`src/rtl/mem_intf_queued_pkg.sv`:
```
// mem_intf_queued_pkg: shared types for the queued memory interface
package mem_intf_queued_pkg;
   typedef enum logic {MEM_RD, MEM_WR} mem_op_t;
   typedef enum logic [1:0] {MI_IDLE, MI_REQ, MI_DONE} mi_state_t;
endpackage

```
`src/rtl/mem_intf_queued_req_fifo.sv`:
```
// req_fifo: synchronous request FIFO with a separate 0..DEPTH occupancy counter
module req_fifo #(
   parameter int WIDTH = 31,
   parameter int DEPTH = 4
) (
   input  logic                       clk,
   input  logic                       reset_n,
   input  logic                       push,
   input  logic                       pop,
   input  logic [WIDTH-1:0]           din,
   output logic [WIDTH-1:0]           dout,
   output logic                       full,
   output logic                       empty,
   output logic [$clog2(DEPTH+1)-1:0] count
);
   localparam int AW = $clog2(DEPTH);
   localparam int CW = $clog2(DEPTH+1);
   logic [WIDTH-1:0] mem [DEPTH];
   logic [AW-1:0] wp, rp;
   logic do_push, do_pop;
   assign full    = count == CW'(DEPTH);
   assign empty   = count == '0;
   assign do_push = push & ~full;
   assign do_pop  = pop & ~empty;
   assign dout    = mem[rp];
   always_ff @(posedge clk) begin
      if (do_push) mem[wp] <= din;
   end
   always_ff @(posedge clk or negedge reset_n) begin
      if (!reset_n) begin
         wp    <= '0;
         rp    <= '0;
         count <= '0;
      end else begin
         if (do_push) wp <= wp + AW'(1);
         if (do_pop) rp <= rp + AW'(1);
         count <= count + CW'(do_push) - CW'(do_pop);
      end
   end
endmodule

```
`src/rtl/mem_intf_queued.sv`:
```
// mem_intf_queued: FIFO-buffered load/store issue to memory with a response watchdog
module mem_intf_queued
   import mem_intf_queued_pkg::*;
#(
   parameter int DATA_W  = 16,
   parameter int ADDR_W  = 14,
   parameter int DEPTH   = 4,
   parameter int TIMEOUT = 255
) (
   input  logic                       clk,
   input  logic                       reset_n,
   input  logic                       store,
   input  logic                       load,
   input  logic [ADDR_W-1:0]          addr,
   input  logic [DATA_W-1:0]          result,
   output logic                       req_ready,
   output logic [$clog2(DEPTH+1)-1:0] q_count,
   output logic                       mem_done,
   output logic                       timeout_err,
   output logic [DATA_W-1:0]          datatoinst,
   output logic                       cs,
   output logic                       read_req,
   output logic                       write_req,
   output logic [ADDR_W-1:0]          addrout,
   output logic [DATA_W-1:0]          datatomem,
   input  logic [DATA_W-1:0]          datafrommem,
   input  logic                       mem_resp
);
   localparam int EW = 1 + ADDR_W + DATA_W;
   localparam int WW = $clog2(TIMEOUT+1);
   mi_state_t state, state_nxt;
   logic [WW-1:0] wdog, wdog_nxt;
   logic push, pop, full, empty;
   logic [EW-1:0] din, dout;
   mem_op_t op_in, op_hd;
   logic [ADDR_W-1:0] addr_hd, addr_nxt;
   logic [DATA_W-1:0] data_hd, dm_nxt, di_nxt;
   logic cs_nxt, rd_nxt, wr_nxt, done_nxt, err_nxt;
   assign op_in     = store ? MEM_WR : MEM_RD;
   assign push      = (store ^ load) & ~full;
   assign pop       = (state == MI_IDLE) & ~empty;
   assign req_ready = ~full;
   assign din       = {op_in, addr, result};
   assign op_hd     = mem_op_t'(dout[EW-1]);
   assign addr_hd   = dout[EW-2 -: ADDR_W];
   assign data_hd   = dout[DATA_W-1:0];
   req_fifo #(.WIDTH(EW), .DEPTH(DEPTH)) u_fifo (
      .clk(clk), .reset_n(reset_n), .push(push), .pop(pop), .din(din),
      .dout(dout), .full(full), .empty(empty), .count(q_count)
   );
   always_comb begin
      state_nxt = state;
      wdog_nxt  = wdog;
      cs_nxt    = cs;
      rd_nxt    = read_req;
      wr_nxt    = write_req;
      addr_nxt  = addrout;
      dm_nxt    = datatomem;
      di_nxt    = datatoinst;
      done_nxt  = 1'b0;
      err_nxt   = 1'b0;
      case (state)
         MI_IDLE: if (!empty) begin
            state_nxt = MI_REQ;
            wdog_nxt  = '0;
            cs_nxt    = 1'b1;
            rd_nxt    = op_hd == MEM_RD;
            wr_nxt    = op_hd == MEM_WR;
            addr_nxt  = addr_hd;
            dm_nxt    = data_hd;
         end
         MI_REQ: begin
            // a response on the watchdog's final cycle still counts as success
            if (mem_resp || wdog == WW'(TIMEOUT - 1)) begin
               state_nxt = MI_DONE;
               cs_nxt    = 1'b0;
               rd_nxt    = 1'b0;
               wr_nxt    = 1'b0;
               done_nxt  = 1'b1;
               err_nxt   = ~mem_resp;
               di_nxt    = (mem_resp && read_req) ? datafrommem : datatoinst;
            end else begin
               wdog_nxt = wdog + WW'(1);
            end
         end
         MI_DONE: state_nxt = MI_IDLE;
         default: state_nxt = MI_IDLE;
      endcase
   end
   always_ff @(posedge clk or negedge reset_n) begin
      if (!reset_n) begin
         state       <= MI_IDLE;
         wdog        <= '0;
         cs          <= 1'b0;
         read_req    <= 1'b0;
         write_req   <= 1'b0;
         addrout     <= '0;
         datatomem   <= '0;
         datatoinst  <= '0;
         mem_done    <= 1'b0;
         timeout_err <= 1'b0;
      end else begin
         state       <= state_nxt;
         wdog        <= wdog_nxt;
         cs          <= cs_nxt;
         read_req    <= rd_nxt;
         write_req   <= wr_nxt;
         addrout     <= addr_nxt;
         datatomem   <= dm_nxt;
         datatoinst  <= di_nxt;
         mem_done    <= done_nxt;
         timeout_err <= err_nxt;
      end
   end
endmodule
```
`config.mk`:
```
export PLATFORM = sky130hd
export DESIGN_NAME = mem_intf_queued
export DESIGN_NICKNAME = d
export VERILOG_FILES = /design/src/rtl/mem_intf_queued_pkg.sv /design/src/rtl/mem_intf_queued_req_fifo.sv /design/src/rtl/mem_intf_queued.sv
export SDC_FILE = /design/constraint.sdc
export NUM_CORES = 1
export LEC_CHECK = 0
export BUFFER_PORTS_ARGS = -buffer_cell sky130_fd_sc_hd__buf_4
export CAP_MARGIN = 20
export CORE_ASPECT_RATIO = 1.1
export CORE_UTILIZATION = 41
export DETAILED_ROUTE_END_ITERATION = 10
export GPL_ROUTABILITY_DRIVEN = 0
export MAX_ROUTING_LAYER = met4
export PLACE_DENSITY_LB_ADDON = 0.08
export SETUP_SLACK_MARGIN = 0.1
export SLEW_MARGIN = 30
export SYNTH_ARGS = -nofsm -noshare
export SYNTH_HDL_FRONTEND = slang
export SYNTH_HIERARCHICAL = 1
export SYNTH_SLANG_ARGS = --single-unit
```
`constraint.sdc`:
```
create_clock -name clk -period 3.66 [get_ports clk]
set_clock_uncertainty 0.05 [all_clocks]
set_input_delay 0.183 -clock clk [delete_from_list [all_inputs] [get_ports clk]]
set_output_delay 0.183 -clock clk [all_outputs]
set_load 0.05 [all_outputs]
```
==> results.tsv <==
stage	metric	value	unit
synth	Synth Area in Adders	0.01600	
timing	fin. max-slew vios	0	
cells_and_area	non-filler cells, final	851	
synth	yosys warns	6	
worst_setup_path	Crit path required time	3.90	ns
global_route	GRT Total Usage	0.1710	
cells_and_area	area delta synth->final	26.38	%
timing	Slew @ Worst Pin	0.9090	ns
timing	setup TNS	0	ns
power	Seq pwr share	0.402	
global_route	initial antenna violation count	0	
timing	RSZ-0062 raised after global routing	no	
cells_and_area	final core occ	0.5329	
drt	Vias	4157	
worst_setup_path	kind of end point of the critical path	register	
synth	mux cell area share after synthesis	0.1198	
clock_network	CTS Root Cell	clkbuf_16	
synth	sequential share of the synthesized area	0.7227	
clock_network	H-tree depth	4	
drt	vias per inst	4.885	
synth	Synth Area in Compound Gates	0.01883	
cells_and_area	Layout fillers	1467	
synth	Async S/R FF share, synth	0.3542	
power	P_int	0.005137	W
drt	DR pass1 iterations	4	
floorplan	die width	131.0	um
cells_and_area	Ant. Diodes	0	
power	Peak VDD IR	0.4530	mV
synth	number of synthesized flops with an enable pin	124	
worst_setup_path	CP endpoint	u_fifo/count[2]$_DFF_PN0_	
synth	synthesized area	7507	um^2
cells_and_area	nets@finish	660	
power	Net Sw Frac	0.3951	
synth	Gate Count Post-Synth	441	
power	static leakage	3.802	nW
timing	Peak Freq	379.9	MHz
worst_setup_path	Crit Reg-Reg Startpoint	u_fifo/count[1]$_DFF_PN0_	
worst_setup_path	CP Data Arrival Time	2.87	ns
clock_network	Max clock buf depth	2	
clock_network	Post-CTS Setup Bufs	0	
floorplan	Initial Util	0.4217	
worst_setup_path	crit-path max FO	9	
floorplan	Die Y	143.9	um
synth	Post-Syn Area per Cell	17.02	um^2
synth	xor/xnor cell area share of the yosys netlist	0.007000	
timing	Final Cycle Share	0.7192	
outcome	status	completed	
power	Psw	0.003355	W
worst_setup_path	flop-to-flop setup slack	1.03	ns
clock_network	clk sinks	192	
timing	Slew headroom	0.3940	
clock_network	CTS Buf Count	17	
global_route	grt total ovfl	0	
cells_and_area	share of cells above drive strength 1	0.3214	
drt	Initial DRC Count	173	
synth	Mapped Nets	501	
worst_setup_path	r2r worst-path depth	12	
cells_and_area	commonest non-fill, non-tap cell in the layout	edfxtp_1	
worst_setup_path	kind of critical path	reg2reg	
drt	antenna-violating nets left	0	
cells_and_area	most frequent cells in the layout	edfxtp_1 (124), buf_4 (108), nand2_1 (95)	
worst_setup_path	r2r endpoint	u_fifo/count[2]$_DFF_PN0_	
synth	ys flop type	edfxtp_1	
timing	endpoints failing hold	0	
clock_network	Worst-path clk slew	0.07	ns
synth	number of synthesized register bits	192	
placement	I/O Buffers	105	
floorplan	Die ar.	18860	um^2
synth	simple-gate share of the synthesized area	0.08667	
drt	drt wl/cell	17.17	um
floorplan	core area	17800	um^2
global_route	vias in the first global route	4410	
power	Clock power frac	0.199	
timing	worst setup margin	1.028	ns
worst_setup_path	crit start category	register	
drt	DRC Markers	0	
power	combinational power share	0.399	
global_route	pin count of the biggest net entering global routing	69	
timing	final worst path period need	2.632	ns
placement	Worst Setup Slack post-DPL	1.037	ns
clock_network	Worst-Skew Late Latency	0.41	ns
synth	largest family of logic cells by synthesized area	multiplexers	
min_path	min-delay worst type	in2reg	
clock_network	CTS tree	yes	
placement	DP Cell Count	770	
drt	overall routed net length	14.62	mm
worst_setup_path	CP Launch Point	u_fifo/count[1]$_DFF_PN0_	
placement	dpl hpwl	8.637	mm
floorplan	Ports	106	
global_route	first-pass GRT wire length	22.89	mm
timing	Final setup viols	0	
floorplan	Core Rows	51	
run	Max-Cap Viols	0	
synth	distinct cell type count of the synthesized netlist	47	
power	Power Density	895.1	nW/um^2
==> kinds of logic after synthesis <==
family,count (synthesis)
muxes,48
DFF,192
AOI/OAI and AO/OA,22
buffers and inverters,28
and+or+nand+nor,136
adders and majority gates,9
xor gates and xnor gates,6
==> metal layers <==
| layer | wire length, um | track usage | up-vias |
|---|---|---|---|
| met4 | 149 | 0.04658 | 0 |
| met3 | 579 | 0.04207 | 11 |
| li1 | - | - | 1949 |
| met5 | 0 | - | - |
| met2 | 7319 | 0.2843 | 96 |
| met1 | 6566 | 0.2075 | 2101 |
==> worst min path at each step <==
| stage | endpoint | startpoint | slack (ns) | depth (start not counted) |
|---|---|---|---|---|
| 2_1_floorplan | addrout[0]$_DFFE_PN0P_ | reset_n | -0.16 | 0 |
| 3_3_place_gp | datatoinst[3]$_DFFE_PN0P_ | reset_n | 0.33 | 1 |
| 3_5_place_dp | datatoinst[1]$_DFFE_PN0P_ | reset_n | 0.34 | 1 |
| 4_1_cts | u_fifo/wp[1]$_DFFE_PN0P_ | load | 0.22 | 5 |
| 5_1_grt | u_fifo/wp[0]$_DFFE_PN0P_ | load | 0.25 | 5 |
| 6_report | u_fifo/wp[1]$_DFFE_PN0P_ | load | 0.24 | 5 |
==> worst max-delay path, stage by stage, from the launching register on <==
cell and delay [ns]:
dfrtp_1 0.57, nor3_1 0.10, or3_2 0.44, inv_2 0.07, o31ai_1 0.09, inv_1 0.09
ha_1 0.22, inv_1 0.06, ha_1 0.13, inv_1 0.05, fa_1 0.37, xnor2_1 0.15
xnor2_1 0.13
==> synth_stat cells (2+ instances only) <==
| cell type | n | share of area |
|---|---|---|
| buf_6 | 6 | 0.0090 |
| inv_1 | 9 | 0.0045 |
| buf_4 | 4 | 0.0040 |
| edfxtp_1 | 124 | 0.50 |
| xnor2_1 | 5 | 0.0058 |
| nand3_1 | 13 | 0.0087 |
| nor3_1 | 2 | 0.0013 |
| clkbuf_1 | 2 | 0.0010 |
| nand4bb_1 | 2 | 0.0030 |
| nor2_1 | 3 | 0.0015 |
| mux4_1 | 3 | 0.011 |
| buf_12 | 3 | 0.0080 |
| mux4_2 | 28 | 0.084 |
| dfrtp_1 | 68 | 0.23 |
| o21ai_0 | 8 | 0.0053 |
| and3b_1 | 4 | 0.0047 |
| nand2_1 | 95 | 0.047 |
| mux2_2 | 16 | 0.024 |
| nor4_1 | 2 | 0.0017 |
| o211ai_1 | 2 | 0.0020 |
| nand2b_1 | 5 | 0.0042 |
| buf_2 | 3 | 0.0020 |
| ha_1 | 8 | 0.013 |
| o21a_1 | 3 | 0.0030 |
==> state kept, by name, summed over array words and instances (netlist names) <==
| signal | flops |
|---|---|
| write_req | 1 |
| datatomem | 16 |
| timeout_err | 1 |
| wdog | 8 |
| datatoinst | 16 |
| u_fifo/mem | 124 |
| mem_done | 1 |
| u_fifo/wp | 2 |
| u_fifo/count | 3 |
| read_req | 1 |
| cs | 1 |
| addrout | 14 |
| u_fifo/rp | 2 |
| state | 2 |
==> metrics by stage <==
stage	cell area [um^2]	hold slack, ns	total power [W]
floorplan	7507	-0.1626	0.005928
global route	9488	0.2502	0.008978
detailed placement	8452	0.3393	0.006871
global placement	8452	0.3289	0.006816
finish	9488	0.2427	0.008492
CTS	9484	0.2202	0.008611
==> timing repair <==
item	in CTS	in global routing
hold endpoints to repair	209	0
hold buffers	49	0
resized for setup	0	0
==> power groups by stage <==
| stage | registers (W) | logic, W | clock network, W |
|---|---|---|---|
| after floorplan | 0.00429 | 0.00163 | 0 |
| after global placement | 0.00345 | 0.00337 | 0 |
| after detailed placement | 0.00347 | 0.00340 | 0 |
| after CTS | 0.00343 | 0.00345 | 0.00173 |
| after global routing | 0.00350 | 0.00366 | 0.00181 |
| final | 0.00341 | 0.00339 | 0.00169 |
==> final cells by class <==
type	count	area, um^2	share of cell area
clock buffer	20	456.7	0.04813
tap	238	297.8	0.03139
clock inverter	12	85.08	0.008967
inverter	10	37.54	0.003956
timing repair buffer	158	1313	0.1383
sequential	192	5428	0.5721
multi-input combinational	221	1871	0.1972
(Power assumes the default switching activity.)
